File: src/rtl/drbg_keystream_feeder.sv
// Seeds a CTR-style DRBG from an entropy source, requests 256-bit blocks one at a
// time and serves them from a two-block buffer as a 32-bit keystream, MSB word first.
module drbg_keystream_feeder #(
    parameter int SEEDLEN      = 256,
    parameter int RESET_CYCLES = 2
) (
    input  logic               clk,
    input  logic               reset_n,
    input  logic               ent_valid,
    input  logic [SEEDLEN-1:0] ent_data,
    output logic               ent_ready,
    output logic               drbg_reset_n,
    output logic [SEEDLEN-1:0] drbg_entropy,
    output logic               drbg_next,
    input  logic               drbg_init_ready,
    input  logic               drbg_busy,
    input  logic               drbg_next_ready,
    input  logic               drbg_do_reseed,
    input  logic [255:0]       drbg_random_bits,
    output logic               ks_valid,
    output logic [31:0]        ks_data,
    input  logic               ks_ready,
    output logic [15:0]        reseed_count
);

    localparam logic [3:0] RST_LOAD = 4'(RESET_CYCLES - 1);

    typedef enum logic [2:0] {
        SEED_REQ,
        DRBG_RST,
        INIT_WAIT,
        IDLE,
        REQ,
        GEN_WAIT
    } state_t;

    state_t             r_state;
    state_t             w_state_nxt;
    logic [3:0]         r_rst_cnt;
    logic               r_started;
    logic [SEEDLEN-1:0] r_entropy;
    logic [15:0]        r_reseed_cnt;

    logic [255:0]       r_slot [2];
    logic               r_head;
    logic [1:0]         r_count;
    logic [2:0]         r_word_idx;

    logic               w_ent_ready;
    logic               w_drbg_rst_n;
    logic               w_drbg_next;
    logic               w_capture;
    logic               w_reseed;
    logic               w_ent_hs;
    logic               w_has_free;
    logic               w_rd;
    logic               w_pop;
    logic               w_wr_ptr;
    logic [255:0]       w_head_blk;
    logic [31:0]        w_word;

    // Once instantiated, a dropped init_ready means the DRBG lost its state: reseed.
    assign w_reseed   = drbg_do_reseed || !drbg_init_ready;
    assign w_ent_hs   = ent_valid && w_ent_ready;
    assign w_has_free = (r_count != 2'd2);
    assign w_rd       = ks_valid && ks_ready;
    assign w_pop      = w_rd && (r_word_idx == 3'd7);
    assign w_wr_ptr   = r_head ^ r_count[0];

    always_comb begin
        w_state_nxt  = r_state;
        w_ent_ready  = 1'b0;
        w_drbg_rst_n = 1'b1;
        w_drbg_next  = 1'b0;
        w_capture    = 1'b0;
        case (r_state)
            SEED_REQ: begin
                w_ent_ready  = r_started;
                w_drbg_rst_n = 1'b0;
                if (ent_valid && r_started) w_state_nxt = DRBG_RST;
            end
            DRBG_RST: begin
                w_drbg_rst_n = 1'b0;
                if (r_rst_cnt == 4'd0) w_state_nxt = INIT_WAIT;
            end
            INIT_WAIT: begin
                if (drbg_init_ready && !drbg_busy) w_state_nxt = IDLE;
            end
            IDLE: begin
                if (w_reseed)                      w_state_nxt = SEED_REQ;
                else if (w_has_free && !drbg_busy) w_state_nxt = REQ;
            end
            REQ: begin
                if (w_reseed) begin
                    w_state_nxt = SEED_REQ;
                end else begin
                    w_drbg_next = 1'b1;
                    if (drbg_busy) w_state_nxt = GEN_WAIT;
                end
            end
            GEN_WAIT: begin
                if (w_reseed) begin
                    w_state_nxt = SEED_REQ;
                end else if (!drbg_busy && drbg_next_ready) begin
                    w_capture   = 1'b1;
                    w_state_nxt = IDLE;
                end
            end
            default: w_state_nxt = SEED_REQ;
        endcase
    end

    always_ff @(posedge clk or negedge reset_n) begin
        if (!reset_n) begin
            r_state      <= SEED_REQ;
            r_started    <= 1'b0;
            r_rst_cnt    <= 4'd0;
            r_entropy    <= '0;
            r_reseed_cnt <= 16'd0;
        end else begin
            r_state   <= w_state_nxt;
            r_started <= 1'b1;
            if (w_ent_hs) begin
                r_rst_cnt <= RST_LOAD;
                r_entropy <= ent_data;
                if (r_reseed_cnt != 16'hFFFF) r_reseed_cnt <= r_reseed_cnt + 16'd1;
            end else if (r_state == DRBG_RST && r_rst_cnt != 4'd0) begin
                r_rst_cnt <= r_rst_cnt - 4'd1;
            end
        end
    end

    // Block storage carries no reset; emptiness is tracked by r_count alone.
    always_ff @(posedge clk) begin
        if (w_capture) r_slot[w_wr_ptr] <= drbg_random_bits;
    end

    always_ff @(posedge clk or negedge reset_n) begin
        if (!reset_n) begin
            r_head     <= 1'b0;
            r_count    <= 2'd0;
            r_word_idx <= 3'd0;
        end else begin
            if (w_rd) r_word_idx <= r_word_idx + 3'd1;
            if (w_pop) r_head <= ~r_head;
            case ({w_capture, w_pop})
                2'b10:   r_count <= r_count + 2'd1;
                2'b01:   r_count <= r_count - 2'd1;
                default: r_count <= r_count;
            endcase
        end
    end

    // Word 0 is bits [255:224]; inverting the index walks from the top down.
    assign w_head_blk = r_slot[r_head];
    assign w_word     = w_head_blk[{~r_word_idx, 5'b00000} +: 32];

    assign ks_valid     = (r_count != 2'd0);
    assign ks_data      = ks_valid ? w_word : 32'd0;
    assign ent_ready    = w_ent_ready;
    assign drbg_reset_n = w_drbg_rst_n;
    assign drbg_next    = w_drbg_next;
    assign drbg_entropy = r_entropy;
    assign reseed_count = r_reseed_cnt;

endmodule

File: config.mk
export PLATFORM = sky130hd
export DESIGN_NAME = drbg_keystream_feeder
export DESIGN_NICKNAME = d
export VERILOG_FILES = /design/src/rtl/drbg_keystream_feeder.sv
export SDC_FILE = /design/constraint.sdc
export NUM_CORES = 1
export LEC_CHECK = 0
export ABC_AREA = 1
export BUFFER_PORTS_ARGS = -buffer_cell sky130_fd_sc_hd__buf_4
export CORE_AREA = 2 2 319 321
export CTS_CLUSTER_SIZE = 24
export DETAILED_ROUTE_END_ITERATION = 16
export DIE_AREA = 0 0 321 323
export SYNTH_ARGS = -nofsm -noshare
export SYNTH_HDL_FRONTEND = slang
export SYNTH_SLANG_ARGS = --single-unit
File: constraint.sdc
create_clock -name clk -period 18.5 [get_ports clk]
set_clock_uncertainty 0.05 [all_clocks]
set_input_delay 1.85 -clock clk [delete_from_list [all_inputs] [get_ports clk]]
set_output_delay 1.85 -clock clk [all_outputs]
set_load 0.05 [all_outputs]
# Yosys cells after proc, flatten, opt, wreduce, memory -nomap -nowiden
# Memory sizes are Yosys's and may differ from the RTL's.
# Cells that the tools add are included.
# word_totals
ff_bits	286
memories	1
out_inout_bits	308
rom_bits	0
latchBits	0
ramBits	512
word_cells	77
# memory_table
memory	words	width	rd	rd_ports_with_merged_regs	wr	line	rtl
r_slot	2	256	1	0	1	44	logic [255:0] r_slot [2];
# classes
reduce_logical	20
muxes	23
n_eq_ne	16
shifts	1
order_cmp	0
div	0
n_mul	0
n_addsub	5
bitwise	3
# op_table
cell	count
variable part select 256 x 9 -> 32 bit	1
2-to-1 mux 32 bit	1
2-to-1 mux 3 bit	9
case mux 3 bit (6 select lines)	1
adder 16 x 1 -> 16 bit, second input constant	1
!= test 16 bit, second input constant	1
== test 3 bit, second input constant	3
2-to-1 mux 1 bit	9
!= test 3 bit, second input constant	3
logical AND 1 bit	8
2-to-1 mux 4 bit	2
!= test 2 bit, second input constant	4
== test 3 x 2 -> 1 bit, second input constant	2
AND reduction 6 bit	1
nonzero test 2 bit	3
zero test 4 bit	1
case mux 2 bit (2 select lines)	1
nonzero test 4 bit	1
subtractor 4 x 1 -> 4 bit, second input constant	1
adder 3 x 1 -> 3 bit, second input constant	1
== test 3 x 1 -> 1 bit, second input constant	1
zero test 3 bit	1
NOT 3 bit	1
adder 2 x 1 -> 2 bit, second input constant	1
9 further kinds	10

# Depth between registers and ports, before layout
# Gate-level depths: netlist (run 1).
# logic_depth
word_depth	7
mapped_depth	10

# Worst setup path before layout (run 1)
# No wires, ideal clock.
# synth_path
kind	input port to flip-flop
start	input port drbg_init_ready
end	memory r_slot[0][0] (enable)
path_slack_ps	4617
t_arrival_ps	12954
setup_time_ps	879
stages	4
path_cell_list	inv_1 nor2_1 nand4_1 nor2_1
# synth_via
elab_chain_len	6
# synth_rtl
item	line	rtl
from (decl)	15	input logic drbg_init_ready,
zero test 1 bit	63	assign w_reseed = drbg_do_reseed || !drbg_init_ready;
logical OR 1 bit	63	
2-to-1 mux 1 bit	102	if (w_reseed) begin
2-to-1 mux 1 bit	76	case (r_state)
2-to-1 mux 1 bit	135	if (w_capture) r_slot[w_wr_ptr] <= drbg_random_bits;
2-to-1 mux 1 bit (not written as such)	135	
to (decl)	44	
# Every way passes these cells.

# Final worst setup path (run 1)
# layout_path
start	register r_head
end	output port ks_data[6]
# layout_via
elab_chain_len	3
# layout_rtl
item	line	rtl
from (decl)	45	logic r_head;
from (signal assigned)	145	if (w_pop) r_head <= ~r_head;
memory (2 x 256 bit)	n/a	
variable part select 256 x 9 -> 32 bit	156	assign w_word = w_head_blk[{~r_word_idx, 5'b00000} +: 32];
2-to-1 mux 32 bit	159	assign ks_data = ks_valid ? w_word : 32'd0;
to (decl)	21	output logic [31:0] ks_data,
# Every way passes these cells.

==> results.md, run 1 <==
* Std-Cell Rows at roughly 120
* Flip-flop and latch count after synthesis at 798
* Switching Fraction at between 40% and 50%
* Full die area at 103700 um2
* Wire length of the first global-routing pass at 169100 um
* Register area at approximately 23000 um2
* CP endpoint kind: output port
* Post-synthesis instance area at about 33000 um2
* Number of warnings reported in the yosys synthesis log at 0
* Initial Utilization at 32.56%
* Final routed DRC violation total at 0
* Most frequent cells in the layout: 1611 x sky130_fd_sc_hd__nand2_1, 849 x sky130_fd_sc_hd__buf_4, 512 x sky130_fd_sc_hd__edfxtp_1
* Combined area of the multi-input logic cells at 8463 um2
* Status: finished clean
* Max rail drop VDD at 0.1998 mV
* Total nets after synthesis at ~3.8k
* Post-route minimum period at 6.118 ns
* Final layout net count at 4619
* Inserted Clock Buffers at 91
* Violation count after the first detailed-route iteration at 1980
* WL/cell at approximately 22 um
* Core area at around 100000 um2
* Worst-path fanout max at 107
* Number of antenna violations at the first check in global routing at 74
* Power spent charging and discharging nets at 3.487 mW
* Endpoint of the worst register-to-register path: drbg_entropy[165]
* Post-CTS Setup Bufs at 0
* Most common library cell in the layout ignoring fill and taps: sky130_fd_sc_hd__nand2_1
* Total number of vias at 25.43k
* Unrepaired setup endpoints after global routing: false
* Post-synth EDFFs at 512
* Worst-case register-to-register setup slack at 14.17 ns
* Average via count per standard cell at 4.620
* Synth-to-layout area growth at 31.83%
* Clock tree from TritonCTS: done
* Post-Synthesis Mean Instance Area at 9.893 um2
* Internal Dissipation at about 4.1 mW
* IO Count at 828
* Startpoint of the most critical hold path: drbg_entropy[98]
* Pins Over Slew Limit at 0
* Fill cell instance count of the final layout at 9659
* Count of input and output buffers at 827
* Post-synth top flop: sky130_fd_sc_hd__edfxtp_1
* Post-synthesis sequential area ratio at 68.70%
* Slowest stage cell on the critical path: sky130_fd_sc_hd__buf_4
* DIE HEIGHT at 323 um
* Async set-or-reset flop fraction in the synthesized netlist at 35.84%
* Final estimated routing congestion in global placement at 0.8658
* Cell count after placement at 5309
* Worst slew pin tran at between 1 and 1.5 ns
* Share of total power in combinational logic at 44.4%
* Clock transition time at the flip-flop clock pins of the worst setup and hold paths at approximately 0.060 ns
* Clock tree buffer depth at 3
* Largest net degree at the start of global routing at around 200
* Final period utilization at approximately a third
* Sequential cell fraction of total power at 31.8%
* Library cell appearing most often on the critical path: sky130_fd_sc_hd__nand2_1
* Worst rel slew slack at 25.31%
* Number of standard cells after synthesis at 3315
* Number of nets with antenna violations after routing at 0
* Leakage power at 20.52 nW
* Power consumption at 7.631 mW
* # Max-Cap Violations at 0
* Highest Clock Rate at 163.4 MHz
* Cell count of the worst hold path at 2
* Resized cells post-CTS at 0
* Congestion Overflow GR at 0
* H-tree levels at 3
* Global-route usage over all layers at 22.56%
* Number of unique standard cell types used by synthesis at 25
* Fin cells at 5503
* Root buf cell: sky130_fd_sc_hd__clkbuf_16
* CP cell instances: inv_8 -> buf_4 -> nand2_1 -> nand2_1 -> nand2_1 -> nand3_1 -> nand3_1 -> a21oi_1 -> buf_4
* HPWL after detailed placement at 87150 um
* P per Cell Area at between 150 and 200 nW/um2
* Clk sinks at 798
* Worst hold-check path type: reg2reg
* Startpoint types: register
* Via count of the first global-routing pass at 24.23k
* Total routed wirelength at 120700 um
* Final total negative setup slack at 0 ns
* Source of the critical timing path: r_head
* Worst r2r path cells at 8
* Required time of the critical path at about 17 ns
* Cts-stage hold buffer count at 0
* Data arrival time at the worst-slack endpoint at 4.22 ns
* First-pass iteration count of the detailed router at 5
* Hold Vio Cnt, Final at 0
* Clock latency on the worst-skew pair at ~0.7 ns
* Proportion of layout cells with a drive suffix above 1 at between 20% and 30%
* Critical path type: reg2out
* Reg-to-reg startpoint: r_state[0]
* Floorplan die width at ~320 um
* Total setup violations reported at the end of the flow at 0
* Hold EP: drbg_entropy[98]
* Delay of the slowest cell on the worst path at 0.82 ns
* Fraction of power consumed by the clock network at 23.8%
==> worst max path at each step <==
| stage | slack (ns) | end |
|---|---|---|
| floorplan | 4.62 | r_slot[0][0] |
| global placement | 12.78 | r_slot[0][123] |
| detailed placement | 12.74 | r_slot[0][126] |
| CTS | 12.37 | ks_data[7] |
| global route | 12.17 | ks_data[11] |
| finish | 12.38 | ks_data[6] |
==> state kept, by name (all words and copies together), names as in the netlist <==
signal,count
r_slot,512
r_started,1
r_head,1
r_word_idx,3
r_count,2
reseed_count,16
r_state,3
drbg_entropy,256
r_rst_cnt,4
==> routing by layer <==
layer	wire [um]	global-route usage [%]
met3	11080	7.770
met2	60650	38.40
met4	3291	8.359
met5	353	0
met1	45370	26.30
==> synth_stat cells (all sizes together), types with 4 or more instances <==
cell,n,area [um2]
dfrtp,286,7157
o21ai,10,50.05
nand3,342,1712
a21oi,37,185.2
buf,118,581.8
xnor2,11,96.34
clkbuf,48,180.2
nor2,32,138.9
inv,283,1062
nand4,4,25.02
ha,6,75.07
xor2,7,61.31
nand2,1613,6060
edfxtp,512,15370
==> critical path: cells and delay by family, from the launching register on <==
family / cells / cell delay [ns]
buffers and inverters: 3 / 1.63
flip-flops: 1 / 0.75
AO/OA/AOI/OAI: 1 / 0.30
AND/OR/NAND/NOR: 5 / 0.71
==> power groups by stage <==
stage | registers [mW] | clock network [mW] | logic, mW
floorplan | 3.27 | 0 | 1.34
global placement | 2.45 | 0 | 3.40
detailed placement | 2.46 | 0 | 3.41
CTS | 2.42 | 1.86 | 3.41
global route | 2.46 | 1.94 | 3.62
finish | 2.42 | 1.82 | 3.39
==> logic make-up (layout without fill, tap and decap cells) <==
group,Yosys count,after routing,synth area share (%)
AO/OA/AOI/OAI,47,47,0.7172
XOR/XNOR,18,18,0.4807
buffers and inverters,449,1303,5.562
AND/OR/NAND/NOR,1996,1996,24.30
adder cells (fa/ha/maj),6,6,0.2289
flip-flops,798,798,68.70
other,1,26,0.01143
==> through the flow <==
stage | util (%) | worst slack, ns | cell area, um2 | hold WS (ns)
6_report | 42.93 | 12.38 | 43230 | 0.4206
2_1_floorplan | - | 4.617 | 32800 | 0.4499
3_5_place_dp | 39.85 | 12.74 | 40130 | 0.4093
5_1_grt | 42.92 | 12.17 | 43220 | 0.4381
3_3_place_gp | 39.85 | 12.78 | 40130 | 0.4044
4_1_cts | 42.86 | 12.37 | 43170 | 0.4241
==> layout make-up <==
| cell class | count | share of cell area (%) |
|---|---|---|
| sequential | 798 | 52.14 |
| multi-input combinational | 2068 | 19.58 |
| timing repair buffer | 851 | 14.82 |
| clock buffer | 121 | 5.785 |
| tap | 1309 | 3.788 |
| inverter | 283 | 2.498 |
| clock inverter | 48 | 1.242 |
| antenna | 25 | 0.1447 |
No activity file was read; power rests on OpenSTA's default activity.
==> run 2, diff against run 1 <==
Clock period 18.5 ns to 6.4 ns, I/O delays scaled along.
==> run 2 against run 1 <==
Net effect:
- design area about the same
- register-to-register slack worse by 11 ns
- non-clock buffer count decreased by 1
- sequential share of layout area about the same
- via count is 0.61% higher
- cell count did not move
- first-iteration DRC count increased by 11%
- hold slack got worse by 0.33 ns
- worst setup slack got worse by 11 ns
- sequential cell count stayed put
- sequential power grew to 2.9 times the previous value
- total power rose to 2.9 times the previous value
- largest cell class unchanged
- largest power group unchanged
- highest routed layer unchanged
==> results.md, run 2 (synthesized netlist as in run 1, its figures left out) <==
* Status: finished clean
* Pins Over Slew Limit at 0 (unchanged)
* Proportion of layout cells with a drive suffix above 1 at 23.90% (-0.25 points)
* Data arrival time at the worst-slack endpoint at 3.85 ns (-0.37 ns)
* H-tree levels at 3 (unchanged)
* HPWL after detailed placement at 88950 um (+2.1%)
* First-pass iteration count of the detailed router at 8 (+3)
* Count of input and output buffers at 827 (unchanged)
* Worst slew pin tran at 1.104 ns (-0.01679 ns)
* Top register by number of flip-flops: r_slot
* Highest Clock Rate at 220.4 MHz
* Power consumption at 22.00 mW (+190%)
* Total number of vias at 25.58k (+0.61%)
* Final layout net count at 4618 (-0.022%)
* Leakage power at 20.46 nW (-0.26%)
* CP endpoint kind: output port
* Wire length of the first global-routing pass at 169700 um (+0.34%)
* Core area at 100700 um2 (unchanged)
* Final routed DRC violation total at 0 (unchanged)
* Worst rel slew slack at 26.26% (+0.94 points)
* Startpoint types: register
* Most frequent cells in the layout: 1611 x sky130_fd_sc_hd__nand2_1, 840 x sky130_fd_sc_hd__buf_4, 512 x sky130_fd_sc_hd__edfxtp_1
* Required time of the critical path at 5.71 ns (-10.89 ns)
* Cell family contributing the most delay on the critical path: buffers and inverters
* Library cell appearing most often on the critical path: sky130_fd_sc_hd__nand3_1
* Clock transition time at the flip-flop clock pins of the worst setup and hold paths at 0.06 ns (about the same)
* Floorplan die width at 321 um (unchanged)
* Largest net degree at the start of global routing at 171 (-16%)
* Std-Cell Rows at 117 (unchanged)
* Full die area at 103700 um2 (unchanged)
* Buffer and inverter count on the worst path at 3 (unchanged)
* Number of nets with antenna violations after routing at 0 (unchanged)
* Register area at 22540 um2 (unchanged)
* Total setup violations reported at the end of the flow at 0 (unchanged)
* # Max-Cap Violations at 0 (unchanged)
* Worst-path fanout max at 65 (-39%)
* Final estimated routing congestion in global placement at 0.8722 (+0.74%)
* Number of flip-flops under the largest register name at 512 (unchanged)
* Post-route minimum period at 4.537 ns
* WL/cell at 22.30 um (+1.7%)
* Delay of the slowest cell on the worst path at 0.68 ns (-0.14 ns)
* Unrepaired setup endpoints after global routing: false
* Inserted Clock Buffers at 91 (unchanged)
* Hold Vio Cnt, Final at 0 (unchanged)
* P per Cell Area at 508.7 nW/um2 (+190%)
* Synth-to-layout area growth at 31.87% (about the same)
* Resized cells post-CTS at 0 (unchanged)
* Minimum setup slack after placement at 2.604 ns (-10.13 ns)
* Critical path type: reg2out
* Average via count per standard cell at 4.648 (+0.61%)
* Clk sinks at 798 (unchanged)
* Root buf cell: sky130_fd_sc_hd__clkbuf_16
* Violation count after the first detailed-route iteration at 2190 (+11%)
* Final period utilization at 70.89%
* Combined area of the multi-input logic cells at 8463 um2 (unchanged)
* Via count of the first global-routing pass at 23.91k (-1.3%)
* Global-route usage over all layers at 22.73% (+0.17 points)
* Initial Utilization at 32.56% (unchanged)
* IO Count at 828 (unchanged)
* DIE HEIGHT at 323 um (unchanged)
* Clock tree buffer depth at 3 (unchanged)
* Slowest stage cell on the critical path: sky130_fd_sc_hd__inv_4
* Number of antenna violations at the first check in global routing at 76 (+2.7%)
* CP cell instances: inv_4 -> buf_4 -> nand3_1 -> nand3_1 -> nand3_1 -> a21oi_1 -> buf_4
* Worst hold-check path type: in2reg
* Max rail drop VDD at 0.5637 mV (+180%)
* Most common library cell in the layout ignoring fill and taps: sky130_fd_sc_hd__nand2_1
* Post-layout worst setup margin at 1.863 ns (-10.52 ns)
* Total routed wirelength at 122700 um (+1.7%)
* Clock tree from TritonCTS: done
* Clock latency on the worst-skew pair at 0.67 ns (-0.02 ns)
* Fill cell instance count of the final layout at 9718 (+0.61%)
* Congestion Overflow GR at 0 (unchanged)
run 2: metal layers:
metal / routed length (um) / share of wire (%) / track usage, % / up-vias
met4: 4149 / 3.4 / 9.938 / 54
met5: 341 / 0.28 / 0 / -
met3: 11640 / 9.5 / 8.027 / 223
met1: 45440 / 37 / 26.02 / 12150
met2: 61170 / 50 / 38.40 / 982
li1: - / - / - / 12170
run 2: worst reg2reg max path: stages, from the launching register on:
cell and delay, ns:
sky130_fd_sc_hd__dfrtp_1 0.45, sky130_fd_sc_hd__inv_1 0.15, sky130_fd_sc_hd__nor2_1 0.19, sky130_fd_sc_hd__nand4_1 0.35, sky130_fd_sc_hd__nor2_4 0.80, sky130_fd_sc_hd__buf_4 0.76
run 2: path summary, 6_finish.rpt:
check	from	to	slack [ns]	cells after the start
hold reg to reg	drbg_entropy[149]	drbg_entropy[149]	0.42	2
hold / removal	drbg_random_bits[30]	r_slot[0][30]	0.09	1
setup reg to reg	r_state[2]	r_slot[0][208]	3.20	5
min in group asynchronous	reset_n	drbg_entropy[9]	0.59	2
max in group asynchronous	reset_n	drbg_entropy[210]	4.28	3
setup / recovery	r_word_idx[0]	ks_data[5]	1.86	7
run 2: final cells by class:
type / instances / share of cell area (%)
Sequential cell: 798 / 52.13
Multi-Input combinational cell: 2068 / 19.57
Timing Repair Buffer: 850 / 15.01
Clock buffer: 122 / 5.650
Tap cell: 1309 / 3.787
Inverter: 283 / 2.497
Clock inverter: 42 / 1.183
Antenna cell: 31 / 0.1794
run 2: metrics by stage:
stage               utilization (%)  setup TNS [ns]  hold WS [ns]  std cells  cell area [um2]
detailed placement            39.92               0        0.4093       5307            40210
floorplan                         -        -1007.70        0.2944       3315            32800
global placement              39.92               0        0.4045       5307            40210
global route                  42.93               0       0.06042       5498            43240
finish                        42.94               0       0.09328       5503            43250
CTS                           42.86               0       0.04305       5472            43170
run 2: where the power goes:
group          total (mW)  switching (mW)  internal, mW  leakage [nW]
Clock                5.17            2.18          2.99          1.42
Sequential           7.03           0.718          6.31          8.19
Combinational        9.80            7.18          2.62          10.9
Total                22.0            10.1          11.9          20.5
run 2: repair_timing:
action | 4_1_cts | 5_1_grt
buffers inserted | 0 | 0
hold buffers | 1 | 0
hold endpoints to repair | 6 | 0
